### config.mk
export PLATFORM = sky130hd
export DESIGN_NAME = multi_tone_selector
export DESIGN_NICKNAME = d
export VERILOG_FILES = /design/src/rtl/multi_tone_selector.sv
export SDC_FILE = /design/constraint.sdc
export NUM_CORES = 2
export LEC_CHECK = 0
export CORE_MARGIN = 10
export CORE_UTILIZATION = 55
export CTS_BUF_LIST = sky130_fd_sc_hd__clkbuf_16
export DETAILED_ROUTE_END_ITERATION = 8
export DONT_BUFFER_PORTS = 1
export GPL_ROUTABILITY_DRIVEN = 0
export MAX_ROUTING_LAYER = met4
export PLACE_DENSITY = 0.7
export SLEW_MARGIN = 30
export SYNTH_ARGS = -nofsm -noshare
export SYNTH_HDL_FRONTEND = slang
export SYNTH_SLANG_ARGS = --single-unit
export TNS_END_PERCENT = 30
### constraint.sdc
create_clock -name dev_clk -period 13 [get_ports dev_clk]
set_input_delay 3.25 -clock dev_clk [delete_from_list [all_inputs] [get_ports dev_clk]]
set_output_delay 3.25 -clock dev_clk [all_outputs]
set_load 0.02 [all_outputs]
### src/rtl/multi_tone_selector.sv
// -----------------------------------------------------------------------------
// multi_tone_selector
//
// Watches a channelised FFT stream and extracts up to N_TONES bins per frame.
// Each extracted sample is tagged with a tone index from a double-buffered
// tone table. Results leave on an AXI-Stream master through a
// first-word-fall-through FIFO with real backpressure.
//
// The tone table has a shadow copy and an active copy. cfg_* writes go to the
// shadow copy. A commit copies the whole shadow table to the active copy only
// at a frame boundary, so a reconfiguration never tears a frame.
//
// Optional feature macro: FRAME_SEQ_EN
//   defined   -> an 8-bit frame counter is appended as the tuser LSBs
//                (tuser = {index, k, seq}).
//   undefined -> tuser = {index, k}.
//
// Ports:
//   dev_clk, dev_rst        clock, synchronous active-high reset
//   data_in/k_in            FFT sample and its bin number
//   valid_in/last_in        sample valid, last bin of frame
//   cfg_we/cfg_slot/cfg_k/cfg_index/cfg_enable
//                           shadow table slot write
//   cfg_commit              request a shadow->active copy at the next boundary
//   cfg_clr                 clear overflow and drop_cnt
//   m_axis_*                AXI-Stream master (tdata, tvalid, tready, tuser, tlast)
//   en, n_active            active table status
//   commit_pending          commit requested but not yet applied
//   overflow, drop_cnt      sticky drop flag and saturating drop counter
// -----------------------------------------------------------------------------
module multi_tone_selector #(
  parameter int DATA_W     = 64,
  parameter int K_W        = 14,
  parameter int IDX_W      = 7,
  parameter int N_TONES    = 8,
  parameter int FIFO_DEPTH = 16,
`ifdef FRAME_SEQ_EN
  localparam int SEQ_W     = 8,
`else
  localparam int SEQ_W     = 0,
`endif
  localparam int USER_W    = IDX_W + K_W + SEQ_W,
  localparam int SLOT_W    = $clog2(N_TONES),
  localparam int CNT_W     = SLOT_W + 1
) (
  input  logic              dev_clk,
  input  logic              dev_rst,
  input  logic [DATA_W-1:0] data_in,
  input  logic [K_W-1:0]    k_in,
  input  logic              valid_in,
  input  logic              last_in,
  input  logic              cfg_we,
  input  logic [SLOT_W-1:0] cfg_slot,
  input  logic [K_W-1:0]    cfg_k,
  input  logic [IDX_W-1:0]  cfg_index,
  input  logic              cfg_enable,
  input  logic              cfg_commit,
  input  logic              cfg_clr,
  output logic [DATA_W-1:0] m_axis_tdata,
  output logic              m_axis_tvalid,
  input  logic              m_axis_tready,
  output logic [USER_W-1:0] m_axis_tuser,
  output logic              m_axis_tlast,
  output logic              en,
  output logic [CNT_W-1:0]  n_active,
  output logic              commit_pending,
  output logic              overflow,
  output logic [15:0]       drop_cnt
);

  localparam int PTR_W  = $clog2(FIFO_DEPTH);
  localparam int WORD_W = DATA_W + USER_W + 1;

  // ---------------- tone tables ----------------
  logic             r_sh_en  [N_TONES];
  logic [K_W-1:0]   r_sh_k   [N_TONES];
  logic [IDX_W-1:0] r_sh_idx [N_TONES];
  logic             r_act_en [N_TONES];
  logic [K_W-1:0]   r_act_k  [N_TONES];
  logic [IDX_W-1:0] r_act_idx[N_TONES];

  logic             r_commit_pending;
  logic             r_mid_frame;     // a beat was accepted since the last last_in
  logic [CNT_W-1:0] r_n_active;
  logic             r_en;
  logic [CNT_W-1:0] w_sh_count;
  logic             w_boundary;
  logic             w_commit_req;
  logic             w_do_commit;

  // A boundary is the last_in beat itself, or an idle gap between frames.
  // A beat that opens a new frame is not a boundary, so that frame is matched
  // against a single table from its first bin.
  assign w_boundary   = valid_in ? last_in : !r_mid_frame;
  assign w_commit_req = r_commit_pending | cfg_commit;
  assign w_do_commit  = w_commit_req & w_boundary;

  always_comb begin
    w_sh_count = '0;
    for (int i = 0; i < N_TONES; i++)
      w_sh_count = w_sh_count + CNT_W'(r_sh_en[i]);
  end

  always_ff @(posedge dev_clk) begin
    if (dev_rst) begin
      for (int i = 0; i < N_TONES; i++) begin
        r_sh_en[i]   <= 1'b0;
        r_sh_k[i]    <= '0;
        r_sh_idx[i]  <= '0;
        r_act_en[i]  <= 1'b0;
        r_act_k[i]   <= '0;
        r_act_idx[i] <= '0;
      end
      r_commit_pending <= 1'b0;
      r_mid_frame      <= 1'b0;
      r_n_active       <= '0;
      r_en             <= 1'b0;
    end else begin
      if (cfg_we) begin
        r_sh_en[cfg_slot]  <= cfg_enable;
        r_sh_k[cfg_slot]   <= cfg_k;
        r_sh_idx[cfg_slot] <= cfg_index;
      end
      if (w_do_commit) begin
        for (int i = 0; i < N_TONES; i++) begin
          r_act_en[i]  <= r_sh_en[i];
          r_act_k[i]   <= r_sh_k[i];
          r_act_idx[i] <= r_sh_idx[i];
        end
        r_n_active <= w_sh_count;
        r_en       <= (w_sh_count != '0);
      end
      r_commit_pending <= w_commit_req & !w_boundary;
      if (valid_in)
        r_mid_frame <= !last_in;
    end
  end

  // ---------------- stage 1: parallel match ----------------
  logic [N_TONES-1:0] w_match;
  logic               w_hit;
  logic [SLOT_W-1:0]  w_sel;

  for (genvar gi = 0; gi < N_TONES; gi++) begin : g_match
    assign w_match[gi] = r_act_en[gi] && (r_act_k[gi] == k_in);
  end

  // Scan from the top so the lowest-numbered matching slot is left in w_sel.
  always_comb begin
    w_hit = 1'b0;
    w_sel = '0;
    for (int i = N_TONES - 1; i >= 0; i--) begin
      if (w_match[i]) begin
        w_hit = 1'b1;
        w_sel = SLOT_W'(i);
      end
    end
  end

  logic              r_s1_valid;
  logic              r_s1_hit;
  logic              r_s1_last;
  logic [DATA_W-1:0] r_s1_data;
  logic [K_W-1:0]    r_s1_k;
  logic [IDX_W-1:0]  r_s1_idx;
  logic [CNT_W-1:0]  r_s1_nact;   // n_active of the table that matched this beat

  always_ff @(posedge dev_clk) begin
    if (dev_rst) begin
      r_s1_valid <= 1'b0;
      r_s1_hit   <= 1'b0;
      r_s1_last  <= 1'b0;
      r_s1_data  <= '0;
      r_s1_k     <= '0;
      r_s1_idx   <= '0;
      r_s1_nact  <= '0;
    end else begin
      r_s1_valid <= valid_in;
      r_s1_hit   <= valid_in & w_hit;
      r_s1_last  <= last_in;
      r_s1_data  <= data_in;
      r_s1_k     <= k_in;
      r_s1_idx   <= r_act_idx[w_sel];
      r_s1_nact  <= r_n_active;
    end
  end

  logic [USER_W-1:0] w_s1_user;
`ifdef FRAME_SEQ_EN
  logic [7:0] r_seq;
  logic [7:0] r_s1_seq;
  always_ff @(posedge dev_clk) begin
    if (dev_rst) begin
      r_seq    <= '0;
      r_s1_seq <= '0;
    end else begin
      r_s1_seq <= r_seq;
      if (valid_in && last_in)
        r_seq <= r_seq + 8'd1;
    end
  end
  assign w_s1_user = {r_s1_idx, r_s1_k, r_s1_seq};
`else
  assign w_s1_user = {r_s1_idx, r_s1_k};
`endif

  // ---------------- stage 2: hit counting and FIFO write ----------------
  logic [CNT_W-1:0] r_hit_cnt;
  logic [CNT_W:0]   w_hit_next;
  logic             w_tlast_flag;

  // One extra bit so a saturated hit_cnt cannot alias onto a small n_active.
  assign w_hit_next   = {1'b0, r_hit_cnt} + {{CNT_W{1'b0}}, 1'b1};
  assign w_tlast_flag = (w_hit_next == {1'b0, r_s1_nact}) || r_s1_last;

  always_ff @(posedge dev_clk) begin
    if (dev_rst)
      r_hit_cnt <= '0;
    else if (r_s1_valid && r_s1_last)
      r_hit_cnt <= '0;
    else if (r_s1_hit && (r_hit_cnt != '1))
      r_hit_cnt <= r_hit_cnt + CNT_W'(1);
  end

  logic [WORD_W-1:0] r_mem [FIFO_DEPTH];
  logic [PTR_W-1:0]  r_wr_ptr;
  logic [PTR_W-1:0]  r_rd_ptr;
  logic [PTR_W:0]    r_count;
  logic              w_nonempty;
  logic              w_full;
  logic              w_pop;
  logic              w_push;
  logic              w_drop;
  logic [WORD_W-1:0] w_rd_word;

  assign w_nonempty = (r_count != '0);
  assign w_full     = (r_count == (PTR_W + 1)'(FIFO_DEPTH));
  assign w_pop      = w_nonempty && m_axis_tready;
  // A full FIFO still accepts a write when a word leaves in the same cycle.
  assign w_push     = r_s1_hit && (!w_full || w_pop);
  assign w_drop     = r_s1_hit && w_full && !w_pop;

  always_ff @(posedge dev_clk) begin
    if (w_push)
      r_mem[r_wr_ptr] <= {r_s1_data, w_s1_user, w_tlast_flag};
  end

  always_ff @(posedge dev_clk) begin
    if (dev_rst) begin
      r_wr_ptr <= '0;
      r_rd_ptr <= '0;
      r_count  <= '0;
    end else begin
      if (w_push) r_wr_ptr <= r_wr_ptr + PTR_W'(1);
      if (w_pop)  r_rd_ptr <= r_rd_ptr + PTR_W'(1);
      case ({w_push, w_pop})
        2'b10:   r_count <= r_count + (PTR_W + 1)'(1);
        2'b01:   r_count <= r_count - (PTR_W + 1)'(1);
        default: r_count <= r_count;
      endcase
    end
  end

  logic        r_overflow;
  logic [15:0] r_drop_cnt;

  always_ff @(posedge dev_clk) begin
    if (dev_rst || cfg_clr) begin
      r_overflow <= 1'b0;
      r_drop_cnt <= '0;
    end else if (w_drop) begin
      r_overflow <= 1'b1;
      if (r_drop_cnt != 16'hFFFF)
        r_drop_cnt <= r_drop_cnt + 16'd1;
    end
  end

  // ---------------- outputs ----------------
  // The head word is read straight out of the array; outputs are forced to
  // zero while empty so nothing stale is presented.
  assign w_rd_word      = r_mem[r_rd_ptr];
  assign m_axis_tvalid  = w_nonempty;
  assign m_axis_tdata   = w_nonempty ? w_rd_word[WORD_W-1 -: DATA_W] : '0;
  assign m_axis_tuser   = w_nonempty ? w_rd_word[USER_W:1] : '0;
  assign m_axis_tlast   = w_nonempty & w_rd_word[0];
  assign en             = r_en;
  assign n_active       = r_n_active;
  assign commit_pending = r_commit_pending;
  assign overflow       = r_overflow;
  assign drop_cnt       = r_drop_cnt;

endmodule
* Word level (Yosys, flattened, before mapping)
Memories as Yosys holds them, arrays and structs flattened. A register that Yosys moved wholly into a read port is not among the register bits. Cells that the tools add are included.
Cells by class: eq/ne operators 14, $lt $le $gt $ge 0, shift-type cells 0, mux-type cells 65, bitwise operators 29, $mul 0, add/sub/neg operators 14, div/mod/pow operators 0, reductions and logical operators 30
Operator list (count):
- 2-to-1 mux 14 bit | 9
- equality test 14 bit | 8
- 2-to-1 mux 64 bit | 1
- 2-to-1 mux 7 bit | 9
- 2-to-1 mux 3 bit | 11
- 2-to-1 mux 1 bit | 31
- OR 1 bit | 25
- 2-to-1 mux 21 bit | 1
- adder 16 x 1 -> 16 bit (second input constant) | 1
- adder 4 x 1 -> 4 bit | 4
- != test 16 bit (second input constant) | 1
- logical AND 1 bit | 14
- OR reduction 14 bit | 1
- adder 4 x 1 -> 4 bit (second input constant) | 3
- one-hot mux 5 bit (2 select lines) | 1
- 2-to-1 mux 4 bit | 2
- OR reduction 7 bit | 1
- adder 4 x 1 -> 5 bit (second input constant) | 1
- adder 5 x 1 -> 5 bit (second input constant) | 1
- equality test 5 x 4 -> 1 bit | 1
- equality test 5 bit (second input constant) | 1
- logical NOT 1 bit | 5
- nonzero test 5 bit | 1
- subtractor 5 x 1 -> 5 bit (second input constant) | 1
- 13 further kinds | 18
Word-level totals: RAM bits 1728, bits in latches 0, logic and storage cells 175, bits in registers 126, memories kept 7, memory bits (read-only) 0
Memory list:
- r_mem | words 16, bits a word 86, read ports 1, clocked after memory_dff 1, write ports 1, RTL line 225 | logic [WORD_W-1:0] r_mem [FIFO_DEPTH];
- r_act_k | words 8, bits a word 14, read ports 8, clocked after memory_dff 0, write ports 8, RTL line 79 | logic [K_W-1:0] r_act_k [N_TONES];
- r_sh_k | words 8, bits a word 14, read ports 8, clocked after memory_dff 0, write ports 8, RTL line 76 | logic [K_W-1:0] r_sh_k [N_TONES];
- r_act_idx | words 8, bits a word 7, read ports 1, clocked after memory_dff 1, write ports 8, RTL line 80 | logic [IDX_W-1:0] r_act_idx[N_TONES];
- r_sh_idx | words 8, bits a word 7, read ports 8, clocked after memory_dff 0, write ports 8, RTL line 77 | logic [IDX_W-1:0] r_sh_idx [N_TONES];
- r_act_en | words 8, bits a word 1, read ports 8, clocked after memory_dff 0, write ports 8, RTL line 78 | logic r_act_en [N_TONES];
- +1 memories

* Longest topological paths before layout
depth after elaboration 11, depth in mapped cells 13, gate-level depth less buffers 12

* Worst setup path before layout
Ideal clock, no wire load.
kind input -> register, from input m_axis_tready, to memory r_mem[3][0] (netlist name) (enable), stages on the path 4, path slack 2.507 ns, buffers on the path 0, arrival 9.857 ns, setup time 0.635 ns, path through inv_1 a31oi_1 nand2_1 nor3_1
On the way: cells in the longest elaborated chain, start to end 5
Ends and longest elaborated chain:
- from (decl) | RTL line 61 | input logic m_axis_tready,
- logical AND 1 bit | RTL line 238 | assign w_pop = w_nonempty && m_axis_tready;
- logical OR 1 bit | RTL line 240 | assign w_push = r_s1_hit && (!w_full || w_pop);
- logical AND 1 bit | RTL line 240
- 2-to-1 mux 1 bit | RTL line 244 | if (w_push)
- 2-to-1 mux 1 bit (not written as such) | RTL line 245 | r_mem[r_wr_ptr] <= {r_s1_data, w_s1_user, w_tlast_flag};
- to (decl) | RTL line 225
No other way between the ends.

==> flow_metrics.tcl <==
set metrics [dict create \
    io_buffer_count 0 \
    setup.worst_path.end_class "primary output" \
    outcome "completed" \
    via_count 32300 \
    pwr-share-comb 0.014 \
    wl_um 152000 \
    fin_crit_sh 0.606 \
    syn_to_final_growth_pct 11.0 \
    die_w_um 381 \
    detail-route-antenna-nets 0 \
    clock_skew_ns 0.0287 \
    crit_path_start_kind "flip-flop" \
    ios 221 \
    synth_edf_count 1728 \
    cts_hold_buffers 0 \
    dieHeight_um 381 \
    final_max_slew_viol_count 0 \
    synth_top_cell_area_share 0.724 \
    cp_data_required_time_ns 9.75 \
    critPathKind "reg2out" \
    clk_root_buffer_cell "clkbuf_16" \
    synthesis.nets 3612 \
    syn_avg_cell_area_um2 20.6 \
    start_util 0.554 \
    htreeDepth 4 \
    max_cap_viol_count 0 \
    max_freq_ghz 0.127 \
    ir_worst_vdd_v 0.000148 \
    synth_ff_type "edfxtp_1" \
    worstMarginPinSlew_ns 1.06 \
    worstHoldPathType "reg2reg" \
    pre_cts_slack_ns 5.93 \
    dpl.hpwl_um 80200 \
    synth_area_leaders "edfxtp_1, mux4_2, dfxtp_1, and2_1, xnor2_1" \
    drive_above_1_share 0.208 \
    num_rows 132 \
    globalRoute.totalOverflow 0 \
    core_area_um2 129000 \
    yosys_warnings 0 \
    grt_max_degree 169 \
    slew_headroom 0.290 \
    sw_frac_of_total 0.197 \
    cts_num_sinks 1865 \
    ys_ff_latch 1865 \
    hold_viol_final 0 \
    cts_tree "built" \
    post_cts_resized 0 \
    power.internal_uw 9470 \
    clock_path_buffers 3 \
    post-route-min-period_ns 7.88 \
    fin_ws_ns 5.12 \
    synthTopCellsByCount "edfxtp_1, mux4_2, and2_1" \
    die_area_um2 145000 \
    track_usage 0.215 \
    routedWlPerCell_um 28.0 \
    power_frac_clock 0.414 \
    clock_latency_ns 0.80 \
    drt_iter0_drc 3149 \
    dr.pass1.iters 5 \
    p_seq_frac 0.572 \
    nets 3680 \
    cts_made_buffers 180 \
    grt_pass1_vias 33200 \
    ys_seq_area_frac 0.762 \
    synth_cell_types 48 \
    finalSetupViolations 0 \
    synth_most_common_cell "edfxtp_1" \
    setup_tns_ns 0 \
    crit_fanout 130 \
    rsz0062_at_grt "false" \
    synth_top_area_cell "edfxtp_1" \
    drcViolationCount 0 \
    power_density_nw_per_um2 148 \
    postSynthCellCount 3482 \
    p_leak_uw 0.0264 \
    fillers 8979 \
    switchingPower_uw 2330 \
    clk_pin_slew_worst_paths_ns 0.06 \
    syn_area_um2 71700 \
    grt_pass1_wl_um 225000 \
    post_cts_buffers 0 \
    synthArstFlopShare 0 \
    cp.arrival_ns 4.63 \
    grt_antenna_before_repair 11 \
    vias_per_cell 5.93 \
]
[logic make-up (layout without fill, tap and decap cells)]
group | Yosys count | after routing | synth area share
adder cells (fa/ha/maj) | 19 | 19 | 0.00384
other | 0 | 6 | 0
multiplexers | 441 | 441 | 0.137
flip-flops | 1865 | 1865 | 0.762
AND/OR/NAND/NOR | 735 | 735 | 0.0607
AO/OA/AOI/OAI | 79 | 79 | 0.00707
buffers and inverters | 202 | 422 | 0.0122
XOR/XNOR | 141 | 141 | 0.0172
[per-stage QoR]
step                      instances  total power [uW]  utilization  hold WS, ns  instance area, um^2
after global routing           5446             12200        0.614        0.514                79500
final                          5450             11800        0.614        0.492                79500
after global placement         5103              7020        0.569        0.464                73700
after floorplan                3482              6990            -        0.454                71700
after detailed placement       5108              7040        0.570        0.481                73900
after CTS                      5442             11900        0.614        0.489                79400
[final timing paths]
path                                                 from                         to  slack, ns  cells after the start
worst max-delay path                            flip-flop           m_axis_tdata[52]       5.12                      6
worst min-delay path            r_hit_cnt[1]$_SDFFE_PP0P_  r_hit_cnt[1]$_SDFFE_PP0P_       0.49                      2
worst max register to register    r_count[0]$_SDFFE_PP0P_    r_mem[10][28]$_DFFE_PP_       9.14                      7
worst min register to register  r_hit_cnt[1]$_SDFFE_PP0P_  r_hit_cnt[1]$_SDFFE_PP0P_       0.49                      2
[routing by layer]
metal,GRT usage,part of all wire
met5,-,0
met4,0.0515,0.019
met3,0.0416,0.064
met2,0.348,0.51
met1,0.285,0.41
[critical path, cell delays in order (launching register included)]
cell     delay, ns
dfxtp_4       0.92
buf_12        0.50
buf_12        0.36
buf_16        0.50
mux4_2        0.41
mux4_2        0.53
and2_1        0.27
[layout by cell type (no fill, tap or decap), types with 14 or more instances in the layout]
| master | instances |
|---|---|
| a21oi_1 | 19 |
| a31oi_1 | 16 |
| and2_1 | 395 |
| buf_4 | 49 |
| clkbuf_16 | 184 |
| clkinv_1 | 34 |
| clkinv_2 | 21 |
| dfxtp_1 | 133 |
| edfxtp_1 | 1728 |
| ha_1 | 14 |
| inv_1 | 89 |
| mux4_2 | 430 |
| nand2_1 | 37 |
| nand3_1 | 22 |
| nand4_1 | 31 |
| nor2_1 | 51 |
| nor2b_1 | 130 |
| o21ai_0 | 14 |
| xnor2_1 | 121 |
| xor2_1 | 20 |
[state kept, by name (all words and copies together) (netlist names), 14 cells and up, named ones only]
signal and cells:
r_act_idx 56, drop_cnt 16, r_s1_data 64, r_sh_k 112, r_s1_k 14, r_sh_idx 56, r_mem 1376, r_act_k 112
[power by group through the flow]
stage                     registers (uW)  clock network [uW]  logic, uW
final                               6740                4890        164
after global routing                6760                5220        183
after CTS                           6740                4970        167
after detailed placement            6870                   0        165
after global placement              6860                   0        160
after floorplan                     6850                   0        141
[cell type report]
cell class | count | area (um^2) | area share
sequential | 1865 | 54600 | 0.687
multi-input combinational | 1415 | 16300 | 0.205
clock buffer | 184 | 4600 | 0.0579
tap | 1742 | 2180 | 0.0274
clock inverter | 150 | 975 | 0.0123
timing repair buffer | 66 | 701 | 0.00881
inverter | 22 | 87.6 | 0.00110
antenna | 6 | 15.0 | 0.000189
Note: power is estimated with default switching activity, not from simulation.
